### config.mk
export PLATFORM = sky130hd
export DESIGN_NAME = sp_ram_rd_streamer_flat
export DESIGN_NICKNAME = d
export VERILOG_FILES = /design/src/rtl/sp_ram_rd_streamer_if.sv /design/src/rtl/sp_ram_rd_streamer.sv /design/src/flat_wrapper.sv
export SDC_FILE = /design/constraint.sdc
export NUM_CORES = 1
export LEC_CHECK = 0
export CELL_PAD_IN_SITES_DETAIL_PLACEMENT = 0
export CELL_PAD_IN_SITES_GLOBAL_PLACEMENT = 1
export CORE_MARGIN = 4
export CORE_UTILIZATION = 35
export CTS_BUF_LIST = sky130_fd_sc_hd__clkbuf_8 sky130_fd_sc_hd__clkbuf_16
export DETAILED_ROUTE_END_ITERATION = 16
export PLACE_DENSITY_LB_ADDON = 0.05
export SLEW_MARGIN = 20
export SYNTH_ARGS = -nofsm -noshare
export SYNTH_HDL_FRONTEND = slang
export SYNTH_SLANG_ARGS = --single-unit
export TNS_END_PERCENT = 20
### constraint.sdc
create_clock -name wclk -period 2.1 [get_ports wclk]
set_input_delay 0.42 -clock wclk [delete_from_list [all_inputs] [get_ports wclk]]
set_output_delay 0.42 -clock wclk [all_outputs]
set_load 0.01 [all_outputs]
### src/rtl/sp_ram_rd_streamer_if.sv
// Bundle of the control, RAM-port and stream signals of sp_ram_rd_streamer.
// The streamer connects through the master modport; the environment (RAM,
// stream sink, burst requester) uses the slave modport.
// m_last exists only when SP_RD_LAST_EN is defined.
interface sp_ram_rd_streamer_if #(
  parameter int DATA_WIDTH = 16,
  parameter int ADDR_WIDTH = 3
);
  logic                  start;
  logic [ADDR_WIDTH-1:0] base_addr;
  logic [ADDR_WIDTH:0]   length;
  logic                  busy;
  logic                  done;
  logic [ADDR_WIDTH-1:0] ram_addr;
  logic                  ram_we;
  logic [DATA_WIDTH-1:0] ram_rdata;
  logic [DATA_WIDTH-1:0] m_data;
  logic                  m_valid;
  logic                  m_ready;
`ifdef SP_RD_LAST_EN
  logic                  m_last;
`endif

  modport master (
    input  start, base_addr, length, ram_rdata, m_ready,
`ifdef SP_RD_LAST_EN
    output m_last,
`endif
    output busy, done, ram_addr, ram_we, m_data, m_valid
  );

  modport slave (
    output start, base_addr, length, ram_rdata, m_ready,
`ifdef SP_RD_LAST_EN
    input  m_last,
`endif
    input  busy, done, ram_addr, ram_we, m_data, m_valid
  );
endinterface

### src/rtl/sp_ram_rd_streamer.sv
// sp_ram_rd_streamer: reads a burst of `length` words from a single-port RAM
// (1-cycle read latency, RAM_DEPTH = 1 << ADDR_WIDTH, addresses wrap) starting
// at base_addr and streams them out over a valid/ready port. A 2-entry output
// buffer (output register + skid entry) absorbs backpressure; reads are only
// issued while buffered words + reads in flight leave room for the result.
// Optional feature: define SP_RD_LAST_EN to add m_last on the final word.
module sp_ram_rd_streamer #(
  parameter int DATA_WIDTH = 16,
  parameter int ADDR_WIDTH = 3
) (
  input  logic                   wclk,
  input  logic                   rst_n,
  sp_ram_rd_streamer_if.master   bus
);

  typedef enum logic [1:0] {IDLE, RUN, DRAIN} state_e;

  state_e                state_q, state_d;
  logic [ADDR_WIDTH-1:0] ram_addr_q, ram_addr_d;
  logic [ADDR_WIDTH:0]   len_q, len_d;
  logic [ADDR_WIDTH:0]   issued_q, issued_d;
  logic                  inflight_q, inflight_d;
  logic [DATA_WIDTH-1:0] m_data_q, m_data_d;
  logic                  m_valid_q, m_valid_d;
  logic [DATA_WIDTH-1:0] skid_data_q, skid_data_d;
  logic                  skid_vld_q, skid_vld_d;
  logic                  busy_q, busy_d;
  logic                  done_q, done_d;
`ifdef SP_RD_LAST_EN
  logic                  m_last_q, m_last_d;
`endif

  logic                  pop;
  logic [2:0]            occ;

  // State, address, buffer and status registers; everything clears on reset
  always_ff @(posedge wclk or negedge rst_n) begin
    if (!rst_n) begin
      state_q     <= IDLE;
      ram_addr_q  <= '0;
      len_q       <= '0;
      issued_q    <= '0;
      inflight_q  <= 1'b0;
      m_data_q    <= '0;
      m_valid_q   <= 1'b0;
      skid_data_q <= '0;
      skid_vld_q  <= 1'b0;
      busy_q      <= 1'b0;
      done_q      <= 1'b0;
`ifdef SP_RD_LAST_EN
      m_last_q    <= 1'b0;
`endif
    end else begin
      state_q     <= state_d;
      ram_addr_q  <= ram_addr_d;
      len_q       <= len_d;
      issued_q    <= issued_d;
      inflight_q  <= inflight_d;
      m_data_q    <= m_data_d;
      m_valid_q   <= m_valid_d;
      skid_data_q <= skid_data_d;
      skid_vld_q  <= skid_vld_d;
      busy_q      <= busy_d;
      done_q      <= done_d;
`ifdef SP_RD_LAST_EN
      m_last_q    <= m_last_d;
`endif
    end
  end

  // Next-state: buffer movement, read issue and burst sequencing
  always_comb begin
    state_d     = state_q;
    ram_addr_d  = ram_addr_q;
    len_d       = len_q;
    issued_d    = issued_q;
    inflight_d  = 1'b0;
    m_data_d    = m_data_q;
    m_valid_d   = m_valid_q;
    skid_data_d = skid_data_q;
    skid_vld_d  = skid_vld_q;
    busy_d      = busy_q;
    done_d      = 1'b0;

    pop = m_valid_q && bus.m_ready;
    // Occupancy after this cycle's hand-off; a new read needs a free slot
    occ = 3'(m_valid_q) + 3'(skid_vld_q) + 3'(inflight_q) - 3'(pop);

    // Returning read data lands behind anything already buffered
    if (pop) begin
      if (skid_vld_q) begin
        m_data_d   = skid_data_q;
        m_valid_d  = 1'b1;
        skid_vld_d = inflight_q;
        if (inflight_q) skid_data_d = bus.ram_rdata;
      end else if (inflight_q) begin
        m_data_d  = bus.ram_rdata;
        m_valid_d = 1'b1;
      end else begin
        m_valid_d = 1'b0;
      end
    end else if (inflight_q) begin
      if (!m_valid_q) begin
        m_data_d  = bus.ram_rdata;
        m_valid_d = 1'b1;
      end else begin
        skid_data_d = bus.ram_rdata;
        skid_vld_d  = 1'b1;
      end
    end

    case (state_q)
      IDLE: begin
        if (bus.start) begin
          if (bus.length == '0) begin
            done_d = 1'b1;
          end else begin
            state_d    = RUN;
            busy_d     = 1'b1;
            ram_addr_d = bus.base_addr;
            len_d      = bus.length;
            issued_d   = '0;
          end
        end
      end
      RUN: begin
        if (occ < 3'd2) begin
          inflight_d = 1'b1;
          ram_addr_d = ram_addr_q + ADDR_WIDTH'(1);
          issued_d   = issued_q + (ADDR_WIDTH+1)'(1);
          if (issued_d == len_q) state_d = DRAIN;
        end
      end
      DRAIN: begin
        if (pop && !skid_vld_q && !inflight_q) begin
          state_d = IDLE;
          busy_d  = 1'b0;
          done_d  = 1'b1;
        end
      end
      default: state_d = IDLE;
    endcase

`ifdef SP_RD_LAST_EN
    // In DRAIN a lone buffered word with nothing behind it is the final one
    m_last_d = (state_d == DRAIN) && m_valid_d && !skid_vld_d && !inflight_d;
`endif
  end

  assign bus.ram_addr = ram_addr_q;
  assign bus.ram_we   = 1'b0;
  assign bus.m_data   = m_data_q;
  assign bus.m_valid  = m_valid_q;
  assign bus.busy     = busy_q;
  assign bus.done     = done_q;
`ifdef SP_RD_LAST_EN
  assign bus.m_last   = m_last_q;
`endif

endmodule

### src/flat_wrapper.sv
// flat-port wrapper written by rule: the top's interface ports become plain ports
module sp_ram_rd_streamer_flat 
#(
  parameter int DATA_WIDTH = 16,
  parameter int ADDR_WIDTH = 3
)
  (wclk, rst_n, bus_start, bus_base_addr, bus_length, bus_ram_rdata, bus_m_ready, bus_busy, bus_done, bus_ram_addr, bus_ram_we, bus_m_data, bus_m_valid);
  sp_ram_rd_streamer_if #(.DATA_WIDTH(DATA_WIDTH), .ADDR_WIDTH(ADDR_WIDTH)) bus_i ();
  input  logic wclk;
  input  logic rst_n;
  input wire logic [$bits(bus_i.start)-1:0] bus_start;
  input wire logic [$bits(bus_i.base_addr)-1:0] bus_base_addr;
  input wire logic [$bits(bus_i.length)-1:0] bus_length;
  input wire logic [$bits(bus_i.ram_rdata)-1:0] bus_ram_rdata;
  input wire logic [$bits(bus_i.m_ready)-1:0] bus_m_ready;
  output wire logic [$bits(bus_i.busy)-1:0] bus_busy;
  output wire logic [$bits(bus_i.done)-1:0] bus_done;
  output wire logic [$bits(bus_i.ram_addr)-1:0] bus_ram_addr;
  output wire logic [$bits(bus_i.ram_we)-1:0] bus_ram_we;
  output wire logic [$bits(bus_i.m_data)-1:0] bus_m_data;
  output wire logic [$bits(bus_i.m_valid)-1:0] bus_m_valid;
  assign bus_i.start = bus_start;
  assign bus_i.base_addr = bus_base_addr;
  assign bus_i.length = bus_length;
  assign bus_i.ram_rdata = bus_ram_rdata;
  assign bus_i.m_ready = bus_m_ready;
  assign bus_busy = bus_i.busy;
  assign bus_done = bus_i.done;
  assign bus_ram_addr = bus_i.ram_addr;
  assign bus_ram_we = bus_i.ram_we;
  assign bus_m_data = bus_i.m_data;
  assign bus_m_valid = bus_i.m_valid;
  sp_ram_rd_streamer #(.DATA_WIDTH(DATA_WIDTH), .ADDR_WIDTH(ADDR_WIDTH)) u_core (.wclk(wclk), .rst_n(rst_n), .bus(bus_i));
endmodule
==> metrics list, run 1 <==
- Outcome: finished clean
- Cell family contributing the most delay on the critical path: flip-flops
- Yosys attributes the largest share of cell area to sky130_fd_sc_hd__dfrtp_1, sky130_fd_sc_hd__mux2_2, sky130_fd_sc_hd__mux2i_1.
* Number of sinks on the clock net: 50
- Post-Synth Adder-Cell Area: ~2.6%
- Total via count after detailed routing: 1790
* Die X: 90.4 um
* Die height: ~90 um
* Clock group share of total power: approximately 15%
* Dominant combinational cell family by area after synthesis: multiplexers
- STA classifies the critical path endpoint as a flop.
- Clock skew after layout: 7.15 ps
* Avg Vias per Cell: 4.93
- Source-to-sink clock delay at the later pin of the worst-skew pair: 310 ps
- The first detailed-routing pass ran for 4 iterations.
- Cell mode on critical path: sky130_fd_sc_hd__buf_4
- The path class of the tightest hold or removal check is in -> async.
- Number of unique standard cell types used by synthesis: 42
- FFs w/ async S/R, synth: 100%
* Root Buffer Master: sky130_fd_sc_hd__clkbuf_8
* Static leakage: 1.47 nW
* Number of I/O port buffers: 48
* Count of endpoints failing hold in the final timing report: 0
* Area post-placement: 3100 um^2
- Of the total power, the share spent switching nets is 35.2%.
- Cells with a size suffix above 1 make up 21.7% of the layout.
* Placement Setup Slack: -380 ps
* Worst slew slack as a fraction of its limit: 57.6%
- Fraction of the yosys area taken by sequential cells: around 53%
* Number of antenna violations at the first check in global routing: 0
- For this run, the leading register cell type out of synthesis is sky130_fd_sc_hd__dfrtp_1.
- Crit path max fanout: 7
- A synthesized cell averages 11.0 um^2.
* Critical path type: reg -> reg
* Design Area, Final: 3280 um^2
* Final Wtd Congestion: 0.733
- The final layout contains 317 nets.
- The H-tree was split into 2 levels.
- Core box area: approximately 6500 um^2
- Summed instance area of the synthesized netlist: between 2000 and 2500 um^2
* Crit path time final: 1970 ps
- The share of synthesized area in the top cell type comes to 52.6%.
* Initial Util: 36.8%
- Antenna diodes: 0
- Combinational cells account for 48.6% of the total power.
- The largest individual stage delay along the critical path comes from the cell sky130_fd_sc_hd__dfrtp_2.
- Area leader, netlist: sky130_fd_sc_hd__dfrtp_1
* Simple-gate share of the synthesized area: 14.2%
* Top library cells by usage in the layout, fill and taps aside: sky130_fd_sc_hd__dfrtp_1, sky130_fd_sc_hd__clkdlybuf4s50_1, sky130_fd_sc_hd__nor2_1
- Data on the critical path arrives at its endpoint at 2180 ps.
- The internal portion of the total power is 3.07 mW.
- At the worst endpoint, the required time is 2310 ps.
* Upper clock frequency limit: 507 MHz
* Maximum number of pins on one net before global-route repair: 51
* Via count of the first global-routing pass: 1780
- Across every metal layer, demand over resource in global routing totals 13.2%.
- IR Drop Worst-Case VDD: 0.502 mV
* Area overhead of the layout relative to synthesis: 37.8%
- Worst path buffer plus inverter count: 2
- Number of hold buffers added after CTS: 0
- No sink is reached through more buffers than the 2 on the longest clock path.
* Longest individual stage delay on the worst path: between 400 and 500 ps
- Of the total power, registers draw 36.1%.
- In this run, CTS created clock tree buffers numbering 5.
- Std cell rows: 29
- The synthesized netlist devotes 9.89% of its cell area to compound gates.
- Sequence of cells on the critical path: ha_2 -> nand2_2 -> and4b_2 -> o31ai_4 -> buf_4 -> buf_4 -> a31oi_1
- Worst Hold Margin: 203 ps
- Clock slew at reported path FFs: 100 ps
- Cell count after synthesis: 217
- Synthesis produced a netlist with a net count of 249.
* Wire length of the first global-routing pass: 8.75 mm
* Max-capacitance violation count: 0
* Final number of max-transition violations: 0
* HPWL reported at the end of detailed placement: around 3.6 mm
- Final routed wire length divided by cell count: 14.3 um
- Final-report setup violation count: 0
* Worst setup SP type: flop
- Dividing total power by cell area gives a power density of 1450 nW/um^2.
- Area of the die: 8180 um^2
* Fin worst setup slack: 129 ps
* Number of flops mapped to enable cells by yosys: 0
* Post-Place Cells: ~350
* Fraction of synthesized area in multiplexers: between 10% and 20%
- Fin crit share: between 90% and 100%
- Most common cell after layout, fill and taps aside: sky130_fd_sc_hd__dfrtp_1
* Antenna Nets Post-Route: 0
- Detailed-route DRC error count: 0
- For the pin with the worst max-slew slack, the measured transition is 637 ps.
- After synthesis the netlist holds a flip-flop and latch count of 50.
* Top Ports: 50
- Clock tree from TritonCTS: built
- Global routing finished with a remaining overflow of 0.
* Detailed-route wire length: 5.19 mm
* Warnings, synthesis: 0
- For this block, the initial DRC count from the detailed router was 40.
* Switching Power: 1.67 mW
- For this run, the number of standard cells in the final layout without fillers is 363.
* Fillcell total: 615
- Total power for the finished layout comes to ~4.7 mW.
* Xor/xnor cell area share of the yosys netlist: between 2 and 3%
-- worst paths after layout --
kind,start,end,slack (ps),depth (start not counted)
setup / recovery,u_core.skid_vld_q$_DFFE_PN0P_,u_core.bus.ram_addr[1]$_DFFE_PN0P_,130,7
hold / removal,rst_n,u_core.bus.ram_addr[2]$_DFFE_PN0P_,200,2
setup reg to reg,u_core.skid_vld_q$_DFFE_PN0P_,u_core.bus.ram_addr[1]$_DFFE_PN0P_,130,7
hold reg to reg,u_core.len_q[2]$_DFFE_PN0P_,u_core.len_q[2]$_DFFE_PN0P_,500,2
max in group asynchronous,rst_n,u_core.skid_vld_q$_DFFE_PN0P_,1450,2
min in group wclk,bus_m_ready,u_core.skid_vld_q$_DFFE_PN0P_,490,3
-- state kept, by name, indices dropped and copies added, names as in the netlist --
register,flops
u_core.bus.m_data,16
u_core.bus.ram_addr,3
u_core.bus.done,1
u_core.inflight_q,1
u_core.len_q,4
u_core.state_q,2
u_core.skid_vld_q,1
u_core.skid_data_q,16
u_core.bus.m_valid,1
u_core.bus.busy,1
u_core.issued_q,4
-- per-stage QoR --
step | TNS, ps | utilization (%)
finish | 0 | 50.8
global route | -9.95 | 50.8
CTS | -23.0 | 49.9
detailed placement | -3300 | 48.0
global placement | -3180 | 48.0
floorplan | 0 | -
-- power by group through the flow --
stage / Clock [mW] / Sequential (mW) / Combinational (mW)
finish: 0.723 / 1.71 / 2.31
detailed placement: 0 / 1.73 / 2.23
floorplan: 0 / 1.76 / 1.26
CTS: 0.741 / 1.71 / 2.26
global placement: 0 / 1.72 / 2.22
global route: 0.781 / 1.78 / 2.56
-- layer usage --
metal  vias to the layer above  global-route usage, %  wire [um]
met5                         -                      0          0
met4                         0                   3.95         62
met3                         6                   4.17        266
met2                        39                   20.3       2350
met1                       845                   17.8       2510
li1                        900                      -          -
-- Yosys cell counts (3+ instances only) --
cell	n
sky130_fd_sc_hd__ha_1	5
sky130_fd_sc_hd__clkbuf_1	3
sky130_fd_sc_hd__mux2i_1	17
sky130_fd_sc_hd__xor2_1	4
sky130_fd_sc_hd__nand2_1	17
sky130_fd_sc_hd__inv_1	5
sky130_fd_sc_hd__mux2_2	17
sky130_fd_sc_hd__o21ai_1	4
sky130_fd_sc_hd__buf_2	4
sky130_fd_sc_hd__a31oi_1	3
sky130_fd_sc_hd__dfrtp_1	50
sky130_fd_sc_hd__nand2b_1	4
sky130_fd_sc_hd__a21oi_1	17
sky130_fd_sc_hd__o21ai_0	4
sky130_fd_sc_hd__nor2_1	23
sky130_fd_sc_hd__xnor2_1	3
sky130_fd_sc_hd__nand3_1	8
-- cell type report --
type | instances | area (um^2) | area share (%)
clock buffers | 5 | 68.8 | 2.10
clock inverters | 3 | 48.8 | 1.49
inverters | 5 | 18.8 | 0.573
multi-input cells | 153 | 1090 | 33.4
flip-flops and latches | 50 | 1250 | 38.2
well taps | 77 | 96.3 | 2.94
repair buffers | 70 | 697 | 21.3
-- repair_timing --
action	CTS	global route
pin swaps	1	2
gates resized for setup	2	10
endpoints found under the hold margin	0	0
endpoints found under the setup margin	6	9
setup buffers	0	3
-- logic make-up after synthesis --
| group | Yosys count |
|---|---|
| compound gates | 38 |
| xor+xnor | 7 |
| fa+ha+maj | 5 |
| buf+inv | 14 |
| flops | 50 |
| mux | 34 |
| other cells | 1 |
| simple gates | 68 |
No activity file was read; power rests on OpenSTA's default activity.
==> run 2: changes to the inputs <==
ABC_AREA = 1   (was unset)
CORE_UTILIZATION = 37   (was 35)
SLEW_MARGIN = 10   (was 20)
==> run 2 against run 1 <==
Effect of this change: non-clock buffer count down 9; combinational power down 6%; critical path depth up 4; cell count up 20%; largest cell class unchanged; sequential share of layout area up 1.3 points; maximum frequency up 4.3%; register-to-register slack better by 140 ps; final area down 3.5%; largest power group unchanged.
==> metrics list, run 2 <==
- The flow ran to the end, and the final reports show no timing, DRC or antenna violations.
- Post-cts resize count: 0 (-2)
- Setup repair after global routing left no endpoint under its margin.
- The number of global-route vias before repair is 1928 (+8.3%).
* Fin crit share: 90.0% (-3.9 points)
- The share of the core filled with cells in the final layout came to 49.5% (-1.2 points).
* Data arrival at the endpoint of the critical path: 2110 ps (-70 ps)
- Required time of the worst setup path: 2320 ps (about the same)
- Area overhead of the layout relative to synthesis: 29.6%
* Maximum level of the CTS H-tree: 2 (unchanged)
- The proportion of synthesized chip area in sequential cells is 51.3% (-1.3 points).
* Total via count after detailed routing: 2082 (+16%)
- CTS placed an instance of sky130_fd_sc_hd__clkbuf_8 at the clock tree root.
- Number of flops mapped to enable cells by yosys: 0 (unchanged)
- The total global routing overflow came to 0 (unchanged).
- The maximum clock frequency was 529 MHz (+4.3%).
* Std cell rows: 29 (unchanged)
- The count of clock tree sinks is 50 (unchanged).
- Final Wtd Congestion: 0.756 (+3.1%)
- Maximum number of pins on one net before global-route repair: 33 (-35%)
* Final-report setup violation count: 0 (unchanged)
- For this run, the leading register cell type out of synthesis is sky130_fd_sc_hd__dfrtp_1.
* Final number of max-transition violations: 0 (unchanged)
* Worst setup SP type: input pin
* Longest individual stage delay on the worst path: 470 ps (about the same)
* Post-route total power: 4.42 mW (-6.8%)
- The count of unique library cells instantiated by Yosys is 24 (-43%).
- FFs w/ async S/R, synth: 100% (unchanged)
* Placement Setup Slack: -92.9 ps (+287 ps)
- The TritonCTS buffer count is 5 (unchanged).
- The yosys synthesis warning count was 0 (unchanged).
- The relative contribution of combinational cells to total power is 49.2% (+0.6 points).
* Crit path time final: 1890 ps (-80.9 ps)
- The quantity of hold-fixing buffers added after cts came to 0 (unchanged).
- The number of instances in the placed design is 427 (+21%).
* Pre-antenna DRT Iters: 4 (unchanged)
- Cell Pwr Density: 1400 nW/um^2 (-3.4%)
- The worst-case setup margin in the final layout is 210 ps (+80.9 ps).
- The total setup buffers inserted after CTS was 0 (unchanged).
- Fraction of power spent switching nets: 40.4% (+5.2 points)
- By area the synthesized netlist is led by sky130_fd_sc_hd__dfrtp_1, sky130_fd_sc_hd__nand2_1, sky130_fd_sc_hd__o211ai_1.
* Fraction of post-synthesis cell area in the top cell type by area: 51.3% (-1.3 points)
- Category of the worst setup path capture point: flop
* Post-synthesis sequential element count: 50 (unchanged)
- Top library cells by usage in the layout, fill and taps aside: sky130_fd_sc_hd__nand2_1, sky130_fd_sc_hd__dfrtp_1, sky130_fd_sc_hd__clkdlybuf4s50_1, sky130_fd_sc_hd__inv_1, sky130_fd_sc_hd__o21ai_0
- Fraction of synthesized area in multiplexers: 0.461% (-15 points)
- Area fraction in compound gates after synthesis: 15.0% (+5.1 points)
- Fraction of final layout cells with drive strength greater than 1: 8.12% (-14 points)
- The critical path is of the in -> reg type.
- The number of primary I/O pins came to 50 (unchanged).
- The slew of the pin with the lowest slew margin is 541 ps (-95.6 ps).
- GRT Util Overall: 14.3% (+1.1 points)
* Core box area: 6390 um^2 (-1.1%)
- The part of the total power dissipated in the clock network is 11.9% (-3.3 points).
- Source-to-sink clock delay at the later pin of the worst-skew pair: 290 ps (-20 ps)
- Antenna Nets Post-Route: 0 (unchanged)
- The max-capacitance violation count came to 0 (unchanged).
- TritonCTS built the clock tree.
- Synthesized netlist net count: 334 (+34%)
- The static leakage came to 1.58 nW (+7.9%).
- The worst slew margin relative to its limit is 63.9% (+6.4 points).
- IR Drop Worst-Case VDD: 0.537 mV (+7.1%)
- The final wirelength came to 5.36 mm (+3.4%).
- The clock tree buffer depth came to 2 (unchanged).
- Initial Util: 38.2% (+1.4 points)
* Average cell area after synthesis: 8.08 um^2 (-26%)
- Design Area, Final: 3160 um^2 (-3.5%)
- Post-Synth Adder-Cell Area: 2.56% (-0.067 points)
- Area of the die: 7960 um^2 (-2.7%)
- The diode insertion count for antenna repair came to 0 (unchanged).
* Path category of the worst min-delay check: in -> async
- The width of the die came to 89.2 um (-1.3%).
- The library cell used most frequently in the layout, excluding fill and tap cells, is sky130_fd_sc_hd__nand2_1.
- Final layout net count: 389 (+23%)
* Sequence of cells on the critical path: clkdlybuf4s50_1 -> nand2_1 -> ha_1 -> nand2_1 -> inv_1 -> nand2_1 -> nand3b_1 -> nand2_2 -> nand2_2 -> buf_4 -> o21ai_1
- The global-route wire length before repair was 8.89 mm (+1.7%).
* Clock skew after layout: 5.59 ps (-1.56 ps)
- The parity-gate share of the synthesized area counting xor and xnor cells came to 0% (-2.6 points).
- Post-synth top cells: sky130_fd_sc_hd__nand2_1, sky130_fd_sc_hd__dfrtp_1, sky130_fd_sc_hd__inv_1
* Slowest cell on the critical path: sky130_fd_sc_hd__clkdlybuf4s50_1
* Dominant combinational cell family by area after synthesis: simple AND/OR/NAND/NOR gates
- Final routed wire length divided by cell count: 12.4 um (-14%)
* Total internal power: 2.64 mW (-14%)
- Most frequent cell after synthesis: sky130_fd_sc_hd__nand2_1
* Avg Vias per Cell: 4.80 (-2.7%)
- Crit path max fanout: 11 (+4)
- The clock transition at the register clock pins on the worst setup and hold paths after CTS came to 90 ps (about the same).
- The number of antenna violations at the first check in global routing was 0 (unchanged).
- The cell area after synthesis is 2440 um^2 (+2.6%).
- Final Instance Count excl. Fillers: 434 (+20%)
* Area leader, netlist: sky130_fd_sc_hd__dfrtp_1
- The vertical extent of the die is 89.2 um (-1.3%).
* Simple-gate share of the synthesized area: 22.4% (+8.2 points)
- The final hold violation count is 0 (unchanged).
- Reg power frac: 38.9% (+2.8 points)
- The most numerous cell type found on the critical path is sky130_fd_sc_hd__nand2_1.
- The post-detailed-route DRC marker count is 0 (unchanged).
- The number of instances in the synthesized netlist is 302 (+39%).
- The half-perimeter wire length after placement came to 3.91 mm (+7.4%).
- The iteration-0 DRC count of the detailed router came to 38 (-5.0%).
- Area post-placement: 3080 um^2 (-0.56%)
- The switching power total came to 1.79 mW (+7.0%).
- The number of port buffers was 48 (unchanged).
-- run 2: final timing paths --
check	slack, ps	cells after the start	to	start
min in group wclk	490	2	u_core.bus.busy$_DFFE_PN0P_	u_core.bus.busy$_DFFE_PN0P_
min	100	1	u_core.bus.m_data[0]$_DFFE_PN0P_	rst_n
max in group asynchronous	1450	2	u_core.issued_q[1]$_DFFE_PN0P_	rst_n
max	210	11	u_core.issued_q[3]$_DFFE_PN0P_	bus_m_ready
max reg2reg	270	10	u_core.issued_q[3]$_DFFE_PN0P_	u_core.bus.m_valid$_DFFE_PN0P_
min reg2reg	490	2	u_core.bus.busy$_DFFE_PN0P_	u_core.bus.busy$_DFFE_PN0P_
-- run 2: logic make-up after synthesis --
logic type	after synthesis
compound gates	63
other cells	1
buf+inv	49
flops	50
fa+ha+maj	5
simple gates	133
mux	1
-- run 2: final cells by class --
type / instances / area (um^2)
fillers: 638 / 3220
flip-flops and latches: 50 / 1250
multi-input cells: 203 / 991
repair buffers: 61 / 611
inverters: 36 / 135
well taps: 77 / 96.3
clock buffers: 5 / 68.8
clock inverters: 2 / 11.3
-- run 2: layer usage --
layer  up-vias  part of all wire (%)  GRT usage, %  wire (um)
li1       1085                     -             -          -
met1       965                    45          18.3       2440
met2        27                    50          24.6       2690
met3         5                   3.5          3.04        187
met4         0                  0.93          3.79         50
met5         -                     0             0          0
-- run 2: worst max-delay path, delay by kind of cell --
kind | cells | cell delay (ps)
compound gates | 1 | 120
fa+ha+maj | 1 | 300
buf+inv | 3 | 710
simple gates | 6 | 550
-- run 2: power by group through the flow --
| stage | sequential [mW] | clock (mW) | combinational, mW |
|---|---|---|---|
| floorplan | 1.75 | 0 | 1.27 |
| detailed placement | 1.73 | 0 | 2.22 |
| CTS | 1.72 | 0.554 | 2.22 |
| global placement | 1.73 | 0 | 2.18 |
| finish | 1.72 | 0.527 | 2.18 |
| global route | 1.79 | 0.594 | 2.50 |
-- run 2: through the flow --
step | setup TNS (ps) | hold WS [ps]
finish | 0 | 102
global placement | -251 | 441
global route | 0 | 130
floorplan | 0 | 124
detailed placement | -466 | 439
CTS | 0 | 112
==> run 3: changes to the inputs <==
SLEW_MARGIN = unset   (was 10)
==> results of run 3 <==
Same layout as run 2: the final DEF is identical, and so are final timing and power.
